<file path="config.mk">
export PLATFORM = sky130hd
export DESIGN_NAME = branch_redirect_arb
export DESIGN_NICKNAME = d
export VERILOG_FILES = /design/src/rtl/branch_pkg.sv /design/src/rtl/redirect_prio_enc.sv /design/src/rtl/branch_redirect_arb.sv
export SDC_FILE = /design/constraint.sdc
export NUM_CORES = 1
export LEC_CHECK = 0
export ABC_AREA = 1
export BUFFER_PORTS_ARGS = -buffer_cell sky130_fd_sc_hd__buf_2
export CAP_MARGIN = 40
export CELL_PAD_IN_SITES_DETAIL_PLACEMENT = 1
export CELL_PAD_IN_SITES_GLOBAL_PLACEMENT = 1
export CORE_ASPECT_RATIO = 0.7
export CORE_MARGIN = 3
export CORE_UTILIZATION = 36
export CTS_CLUSTER_DIAMETER = 200
export DETAILED_ROUTE_END_ITERATION = 10
export PLACE_DENSITY_LB_ADDON = 0.12
export SETUP_SLACK_MARGIN = 0.02
export SYNTH_ARGS = -nofsm -noshare
export SYNTH_HDL_FRONTEND = slang
export SYNTH_SLANG_ARGS = --single-unit
</file>
<file path="constraint.sdc">
create_clock -name clk -period 7.9 [get_ports clk]
set_input_delay 1.58 -clock clk [delete_from_list [all_inputs] [get_ports clk]]
set_output_delay 1.58 -clock clk [all_outputs]
set_load 0.1 [all_outputs]
</file>
<file path="src/rtl/branch_pkg.sv">
// Shared types and helpers for the branch redirect arbiter.
// Target width defaults to 32 bits unless the build defines ADDR_WIDTH.
`ifndef ADDR_WIDTH
`define ADDR_WIDTH 32
`endif

package branch_pkg;

  localparam int ADDR_WIDTH = `ADDR_WIDTH;

  typedef enum logic {
    IDLE = 1'b0,
    PEND = 1'b1
  } redir_state_e;

  // Add b to a, clamping at 2^width-1 (width <= 64).
  function automatic logic [63:0] sat_add(input logic [63:0] a, input logic [63:0] b, input int width);
    logic [64:0] sum;
    logic [64:0] lim;
    sum = {1'b0, a} + {1'b0, b};
    lim = (65'd1 << width) - 65'd1;
    return (sum > lim) ? lim[63:0] : sum[63:0];
  endfunction

endpackage

</file>
<file path="src/rtl/redirect_prio_enc.sv">
// Fixed-priority encoder, lowest index wins; also reports how many requests are set.
// Purely combinational, no backpressure.
module redirect_prio_enc #(
  parameter int NUM_SRC   = 2,
  localparam int IDX_WIDTH = $clog2(NUM_SRC),
  localparam int PCW       = $clog2(NUM_SRC + 1)
) (
  input  logic [NUM_SRC-1:0]   valid,
  output logic                 any,
  output logic [IDX_WIDTH-1:0] winner,
  output logic [NUM_SRC-1:0]   grant,
  output logic [PCW-1:0]       pop
);

  logic found;

  always_comb begin
    any    = |valid;
    winner = '0;
    grant  = '0;
    pop    = '0;
    found  = 1'b0;
    for (int i = 0; i < NUM_SRC; i++) begin
      if (valid[i]) begin
        pop = pop + PCW'(1);
        if (!found) begin
          found    = 1'b1;
          winner   = IDX_WIDTH'(i);
          grant[i] = 1'b1;
        end
      end
    end
  end

endmodule

</file>
<file path="src/rtl/branch_redirect_arb.sv">
// Age-priority redirect arbiter: oldest request wins, held target offered to fetch, younger stages flushed.
// 1-cycle request-to-redir_valid latency; an older request may replace a stalled one, others are dropped.
module branch_redirect_arb
  import branch_pkg::*;
#(
  parameter int ADDR_WIDTH = branch_pkg::ADDR_WIDTH,
  parameter int NUM_SRC    = 2,
  parameter int CNT_WIDTH  = 16,
  localparam int IDX_WIDTH = $clog2(NUM_SRC)
) (
  input  logic                          clk,
  input  logic                          rst,
  input  logic [NUM_SRC-1:0]            src_valid,
  input  logic [NUM_SRC*ADDR_WIDTH-1:0] src_addr,
  output logic                          redir_valid,
  output logic [ADDR_WIDTH-1:0]         redir_addr,
  output logic [IDX_WIDTH-1:0]          redir_src,
  input  logic                          redir_ready,
  output logic [NUM_SRC-1:0]            flush,
  output logic [CNT_WIDTH-1:0]          accept_cnt,
  output logic [CNT_WIDTH-1:0]          drop_cnt
);

  localparam int PCW = $clog2(NUM_SRC + 1);

  redir_state_e         state;
  logic                 any;
  logic [IDX_WIDTH-1:0] win;
  logic [NUM_SRC-1:0]   grant;
  logic [PCW-1:0]       pop;
  logic [ADDR_WIDTH-1:0] win_addr;
  logic [NUM_SRC-1:0]   younger_mask;
  logic [PCW-1:0]       drop_inc;
  logic                 accept;
  logic                 stalled;
  logic                 capture;

  redirect_prio_enc #(.NUM_SRC(NUM_SRC)) u_prio (
    .valid  (src_valid),
    .any    (any),
    .winner (win),
    .grant  (grant),
    .pop    (pop)
  );

  assign redir_valid  = (state == PEND);
  assign accept       = (state == PEND) && redir_ready;
  assign stalled      = (state == PEND) && !redir_ready;
  // Only a strictly older source may displace a redirect fetch has not taken yet.
  assign capture      = any && (!stalled || (win < redir_src));
  // One-hot grant at w: (grant<<1)-1 covers 0..w, so its complement is w+1..top.
  assign younger_mask = ~((grant << 1) - NUM_SRC'(1));

  always_comb begin
    win_addr = '0;
    for (int i = 0; i < NUM_SRC; i++) begin
      if (grant[i]) win_addr = src_addr[i*ADDR_WIDTH +: ADDR_WIDTH];
    end
  end

  // While stalled every request is lost: either the new ones, or all but the
  // replacing winner plus the displaced held one. Same count either way.
  always_comb begin
    drop_inc = '0;
    if (any) drop_inc = stalled ? pop : (pop - PCW'(1));
  end

  always_ff @(posedge clk) begin
    if (rst) begin
      state      <= IDLE;
      redir_addr <= '0;
      redir_src  <= '0;
      flush      <= '0;
      accept_cnt <= '0;
      drop_cnt   <= '0;
    end else begin
      flush <= capture ? younger_mask : '0;
      if (capture) begin
        redir_addr <= win_addr;
        redir_src  <= win;
        state      <= PEND;
      end else if (accept) begin
        state <= IDLE;
      end
      if (accept) accept_cnt <= CNT_WIDTH'(sat_add(64'(accept_cnt), 64'd1, CNT_WIDTH));
      if (any)    drop_cnt   <= CNT_WIDTH'(sat_add(64'(drop_cnt), 64'(drop_inc), CNT_WIDTH));
    end
  end

endmodule

</file>
======== After elaboration in Yosys (flattened, before gate mapping) ========
Index checks and enable logic that the tools add are counted.
operators by class
  eq/ne operators ......................... 0
  divide/modulo/power cells ............... 0
  order comparisons ....................... 3
  $add $sub $neg .......................... 5
  multiply operators ...................... 0
  shift-type cells ........................ 0
  reductions and logical operators ........ 9
  multiplexer cells ....................... 13
  bitwise logic cells ..................... 2
operator list
  operator                                                                count
  32-bit two-way mux                                                      2
  17-bit by 16-bit > comparator with 1-bit output, second input constant  2
  16-bit two-way mux                                                      2
  16-bit by 1-bit adder with 17-bit output, second input constant         1
  16-bit by 2-bit adder with 17-bit output                                1
  1-bit two-way mux                                                       6
  2-bit two-way mux                                                       3
  2-bit OR reduction                                                      2
  2-bit by 1-bit subtractor with 2-bit output, second input constant      2
  1-bit logical AND                                                       3
  1-bit by 1-bit adder with 2-bit output, second input constant           1
  1-bit logical NOT                                                       2
  2-bit inverter                                                          1
  2-bit nonzero test                                                      1
  1-bit logical OR                                                        1
  1-bit less-than comparator                                              1
  1-bit inverter                                                          1
storage, ports and cells
  bits in registers ....................... 68
  output and inout port bits .............. 68
  memories kept ........................... 0
  bits in read-only memories .............. 0
  word-level logic and storage cells ...... 38
  RAM bits ................................ 0
  latch bits .............................. 0

======== Depth between registers and ports, before layout ========
Gate-level depths: netlist (run 1).
  depth in word-level cells ............... 9
  mapped depth ............................ 19
  mapped depth without buffers ............ 18

======== By module ========
From an unflattened synthesis (run 1), not the netlist that was laid out.
unflattened totals
  cells, all modules ...................... 550
  area total of the unflattened synthesis .. 3801.1 µm²
by module, submodules not included
  module               cells an instance  seq. area each (µm²)  times used  area an instance (µm²)
  branch_redirect_arb  542                1341.3                1           3737.3
  redirect_prio_enc    8                  0.0                   1           63.8

======== Least setup slack after synthesis (run 1) ========
Ideal clock, no wire load.
  path kind ............................... in2reg
  from .................................... input src_valid[0]
  to ...................................... register drop_cnt[10]
  path slack .............................. 4090 ps
  path buffers ............................ 1
  stages .................................. 19
  library setup time ...................... 116 ps
  data arrival time ....................... 3694 ps
  cell sequence ........................... inv_1 > ha_1 > inv_1 > clkbuf_1 > o21ai_0 > a21oi_1 > ha_1 > fa_1 > nand2_1 > inv_1 > nand3_1 > nor2_1 > nand2_1 > nor2_1 > inv_1 > nand2_1 > nand2_1 > o21ai_0 > inv_1
between the ends
  cells in the longest elaborated chain, start to end .. 9
  elaborated cells between the ends (all ways) .. 10
RTL lines
  element                                          RTL line                   RTL
  start, declared                                  branch_redirect_arb.sv:13  input logic [NUM_SRC-1:0] src_valid,
  1-bit two-way mux                                redirect_prio_enc.sv:24    if (valid[i]) begin
  1-bit by 1-bit adder with 2-bit output           redirect_prio_enc.sv:25    pop = pop + PCW'(1);
  2-bit two-way mux                                redirect_prio_enc.sv:24
  2-bit by 1-bit subtractor with 2-bit output      branch_redirect_arb.sv:65  if (any) drop_inc = stalled ? pop : (pop - PCW'(1));
  2-bit two-way mux (2 in series)                  branch_redirect_arb.sv:65
  16-bit by 2-bit adder with 17-bit output         branch_pkg.sv:20           sum = {1'b0, a} + {1'b0, b};
  17-bit by 16-bit > comparator with 1-bit output  branch_pkg.sv:22           return (sum > lim) ? lim[63:0] : sum[63:0];
  16-bit two-way mux                               branch_pkg.sv:22
  end signal, assigned                             branch_redirect_arb.sv:86  if (any) drop_cnt <= CNT_WIDTH'(sat_add(64'(drop_cnt), 64'(drop_inc), CNT_WIDTH));
  end, declared                                    branch_redirect_arb.sv:21  output logic [CNT_WIDTH-1:0] drop_cnt
Parallel ways exist; a longest one is shown, timed or not.
A chain may end at the register's enable or synchronous reset.

======== Worst setup path after layout (run 1) ========
Same ends and word-level chain as after synthesis.

==> results of run 1 <==
==> final cells by class <==
| class | count | area (sq um) |
|---|---|---|
| multi-input combinational | 388 | 1960 |
| timing repair buffer | 140 | 746 |
| clock buffer | 9 | 225 |
| sequential | 67 | 1340 |
| fill | 1327 | 4990 |
| tap | 128 | 160 |
| clock inverter | 7 | 116 |
| inverter | 69 | 259 |
==> flip-flops by register name (all words and copies together), names as in the netlist <==
name,count
redir_addr,32
flush,1
drop_cnt,16
redir_valid,1
accept_cnt,16
redir_src,1
==> cell families after synthesis <==
group                      after synthesis  share of synthesized area [%]
AOI/OAI and AO/OA                       84                           12.8
xor gates and xnor gates                 9                           2.16
adders and majority gates                8                           2.95
buffers and inverters                   92                           9.87
DFF                                     67                           36.7
other                                    1                          0.103
and+or+nand+nor                        286                           35.4
==> layer usage <==
layer  track usage [%]  routed length [um]  vias to the layer above
li1                  -                   -                     2005
met1              26.9                5620                     1838
met2              34.0                5570                      105
met3              9.34                1000                       14
met4              5.54                 149                        2
met5                 0                   7                        -
==> where the power goes <==
part / internal, mW / total (mW) / switching (mW)
clock: 0.308 / 0.464 / 0.156
sequential: 0.356 / 0.372 / 0.0158
combinational: 0.0506 / 0.247 / 0.197
==> worst paths after layout <==
check	startpoint	endpoint	slack, ns	cells past startpoint
hold / removal	redir_addr[3]	redir_addr[3]	0.49	2
setup / recovery	src_valid[0]	drop_cnt[10]	3.73	18
hold reg to reg	redir_addr[3]	redir_addr[3]	0.49	2
setup reg to reg	redir_valid	drop_cnt[10]	5.26	17
==> worst reg2reg max path, stage by stage, from the launching register on <==
cell and delay [ns]:
dfxtp_1 0.37, inv_1 0.05, nor2_1 0.11, inv_1 0.09, o21ai_0 0.16, a21oi_1 0.06
ha_1 0.21, fa_1 0.42, nand2_1 0.09, inv_1 0.05, nand3_1 0.11, nor2_1 0.08
nand2_1 0.10, inv_1 0.07, nand2_1 0.23, nand2_1 0.10, o21ai_0 0.18, inv_1 0.06
==> layout by cell type (no fill, tap or decap), types with 6 or more instances in the layout <==
| cell | synthesis | routed |
|---|---|---|
| a21oi_1 | 34 | 34 |
| nand2_1 | 178 | 178 |
| nand4_1 | 6 | 6 |
| nor3_1 | 10 | 9 |
| dfxtp_1 | 67 | 67 |
| o21ai_0 | 11 | 11 |
| nand3_2 | 13 | 13 |
| nand3_1 | 24 | 24 |
| buf_2 | 0 | 135 |
| a31oi_1 | 35 | 35 |
| ha_1 | 7 | 7 |
| nor2_1 | 37 | 36 |
| clkbuf_16 | 0 | 9 |
| inv_1 | 67 | 67 |
==> metrics by stage <==
step	hold WS (ns)	area, sq um	power [mW]
floorplan	0.919	3650	0.568
global placement	0.468	4420	0.620
detailed placement	0.480	4460	0.627
CTS	0.492	4800	1.10
global route	0.510	4800	1.13
finish	0.489	4800	1.08
==> out/results.ini, run 1 <==
[layout]
drive_above_1_share_pct=27.8
final_util_pct=49.0
area_delta_synth_final_pct=31.6
antenna_cells=0
nets=752
layout.cells.non_filler=808

[yosys]
synthDistinctLibCells=29
synth_cells=547
ys_ff_latch=67
ys_seq_area_share_pct=36.7
synth.area.top_cells=dfxtp_1 37%, nand2_1 18%, inv_1 6.9%, a31oi_1 6.0%, a21oi_1 4.7%
synth_ff_type=dfxtp_1
synth_common_cells=178 x nand2_1, 67 x dfxtp_1, 67 x inv_1, 37 x nor2_1, 35 x a31oi_1
yosys.area.top_type=dfxtp_1
synth-edff-count=0
syn_area_sq_um=3650
synth-async-reset-ratio_pct=0
synth_nets=624
synth_top_area_share_pct=36.7
syn_area_per_cell_sq_um=6.67
yosysMostFrequentCell=nand2_1
ys_warn_count=0

[die]
die-area_sq_um=11400
fp.dieH_um=90.3
pin_count=137
rows=30
coreArea_sq_um=9800
initial_core_util_pct=37.3
die_width_um=126

[routing]
via_per_inst=4.91
drt_first_iter_violations=177
vias=3964
remaining_drc_errors=0
drtAntennaViolNets=0
routed_wl_um=12400
wl_per_cell_um=15.3
drt-pass1-iter-count=4

[hold_path]
hold_path.class=reg -> reg

[timing]
slew_viol_final=0
fin_crit_ns=4.17
setup_violations=0
fin_crit_sh_pct=52.8
fin_ws_ns=3.73
finalClockSkew_ns=0.00600
setup_tns_ns=0
rsz0062_at_grt=no
tightest_slew_ns=0.846
fmax_mhz=240
slew-limit-headroom_pct=43.4
hold_violations=0

[clocking]
cts_sinks=67
cts_buffers=9
post_cts_resized=0
clk_latency_ns=0.33
hold_buffers=0
post_cts_buffers=0
clockBufferDepth=2
cts_tree=done
htreeDepth=3
clock-root-buffer=clkbuf_16
path_clk_slew_ns=0.05

[power_and_ir_drop]
peakVddDrop_mv=0.119
power_density_nw_per_um2=226
leakage_nw=2.29

[global_route]
grt_pass1_wl_um=20200
grt_usage_pct=21.5
grt_overflow=0
grt_pass1_vias=4084
antenna_found_initial=1
grt_max_degree=41

[critical_path]
path_cells=buf_2, inv_1, ha_1, inv_1, o21ai_0, a21oi_1, ha_1, fa_1, nand2_1, inv_1, nand3_1, nor2_1, nand2_1, inv_1, nand2_1, nand2_1, o21ai_0, inv_1
crit_buf_inv=6
cpPeakStageDelay_ns=0.42
start_kind=primary input
critPathKind=in -> reg
slowest_stage=fa_1
cp_common_cell=inv_1
critical_path_arrival_ns=4.39
worstPathRequired_ns=8.12
worst_setup_path_end_kind=register
crit_fanout=11
cpLargestDelayFamily=adder cells

[placed_design]
gp_congestion=0.800
hpwlAfterDp_um=9180
placed_cells=792
place_ws_ns=3.41
port_buffers=135

[outcome]
status=finished, final reports clean

[run]
maxCapViolations=0

(Power assumes the default switching activity.)
==> run 2, diff against run 1 <==
Settings changed: CORE_UTILIZATION 36 to 34.
Clock period 7.9 ns to 3.9 ns, I/O delays scaled along.
==> run 2 against run 1 <==
Clock skew is 0.0011 ns higher. Sequential power is 100% higher. Via count is 0.48% lower. Critical path depth is 1 lower. Non-clock buffer count is 2 higher. Cell area is 0.91% lower. Flip-flop and latch count stayed put. Global-route usage is 0.49 points lower. Register-to-register slack worse by 3.9 ns. Die area is 5.5% higher. Setup slack worse by 2.8 ns. Largest cell class unchanged.
==> out/results.ini, run 2 (synthesis results as in run 1) <==
[layout]
drive_above_1_share_pct=27.9
area_delta_synth_final_pct=30.4
top_regs=redir_addr x32, accept_cnt x16, drop_cnt x16
final_cell_mix=178 x nand2_1, 135 x buf_2, 67 x inv_1, 67 x dfxtp_1, 36 x nor2_1
largest_reg_flops=32
final_common_cell=nand2_1
nets=754
largest_register=redir_addr
antenna_cells=0

[clocking]
cts_buffers=9
clock-root-buffer=clkbuf_16
post_cts_buffers=0
path_clk_slew_ns=0.06
clockBufferDepth=2
htreeDepth=3
post_cts_resized=0
hold_buffers=0
cts_tree=done
clk_latency_ns=0.34
cts_sinks=67

[global_route]
grt-busiest-layer=met2
grt_usage_pct=21.0
grt_pass1_wl_um=20400
antenna_found_initial=0
use_met1_pct=26.6
grt_overflow=0
use_met3_pct=8.47
grt_max_degree=35
grt_pass1_vias=4157
grt_use_met2_pct=33.7

[die]
fp.dieH_um=92.7
coreArea_sq_um=10100
pin_count=137
rows=30
die_width_um=130
die-area_sq_um=12000
initial_core_util_pct=36.3

[timing]
setup_tns_ns=0
hold_violations=0
slew-limit-headroom_pct=45.2
finalClockSkew_ns=0.00706
fin_ws_ns=0.974
fin_crit_ns=2.93
setup_violations=0
tightest_slew_ns=0.819
rsz0062_at_grt=no
whs_ns=0.486
slew_viol_final=0
fin_crit_sh_pct=75.0
fmax_mhz=342

[routing]
remaining_drc_errors=0
drtAntennaViolNets=0
drt_first_iter_violations=98
drt-pass1-iter-count=4
via_per_inst=4.87
vias=3945
routed_wl_um=12100
wl_per_cell_um=15.0

[power_and_ir_drop]
leakage_nw=2.28
power_density_nw_per_um2=435
total_power_mw=2.07
peakVddDrop_mv=0.204

[placed_design]
port_buffers=135
place_ws_ns=0.619
hpwlAfterDp_um=9080
gp_congestion=0.800

[critical_path]
critical_path_arrival_ns=3.15
worstPathRequired_ns=4.12
start_kind=primary input
slowest_stage=fa_1
worst_setup_path_end_kind=register
path_cells=buf_2, inv_1, ha_1, o21ai_0, a21oi_1, ha_1, fa_1, nand2_1, inv_1, nand3_1, nor2_1, nand2_1, inv_1, nand2_1, nand2_1, o21ai_0, inv_1
critPathKind=in -> reg
cpPeakStageDelay_ns=0.42
crit_fanout=8
rrSetupSlack_ns=1.34

[hold_path]
hold_path.class=reg -> reg

[outcome]
status=finished, final reports clean

[run]
maxCapViolations=0

-- run 2: cell type report --
cell class	instances	area (sq um)
tap	128	160
timing repair buffer	142	748
sequential	67	1340
multi-input combinational	388	1960
clock buffer	11	243
clock inverter	5	52.6
fill	1351	5300
inverter	69	259
-- run 2: routing by layer --
metal / up-vias / part of all wire (%)
li1: 2009 / -
met1: 1831 / 47
met2: 95 / 44
met3: 10 / 7.7
met4: 0 / 0.82
met5: - / 0
-- run 2: worst paths after layout --
| path | start | end | cells past startpoint |
|---|---|---|---|
| max | src_valid[0] | drop_cnt[10] | 17 |
| min | redir_addr[5] | redir_addr[5] | 2 |
| max reg2reg | redir_valid | drop_cnt[10] | 17 |
| min reg2reg | redir_addr[5] | redir_addr[5] | 2 |
-- run 2: worst max-delay path: cells and delay by family --
family	cells	cell delay [ns]
adder cells (fa/ha/maj)	3	0.89
AND/OR/NAND/NOR	6	0.67
buffers and inverters	5	0.41
AO/OA/AOI/OAI	3	0.40
-- run 2: stage by stage --
stage / area (sq um) / std cells / utilization (%)
global route: 4760 / 810 / 47.3
detailed placement: 4470 / 794 / 44.4
finish: 4760 / 810 / 47.3
CTS: 4760 / 810 / 47.3
global placement: 4450 / 793 / 44.2
floorplan: 3650 / 547 / -
-- run 2: report_power, final --
| part | switching [mW] | internal (mW) | total (mW) |
|---|---|---|---|
| clock network | 0.307 | 0.509 | 0.816 |
| logic | 0.397 | 0.102 | 0.500 |
| registers | 0.0321 | 0.722 | 0.754 |
| total | 0.736 | 1.33 | 2.07 |
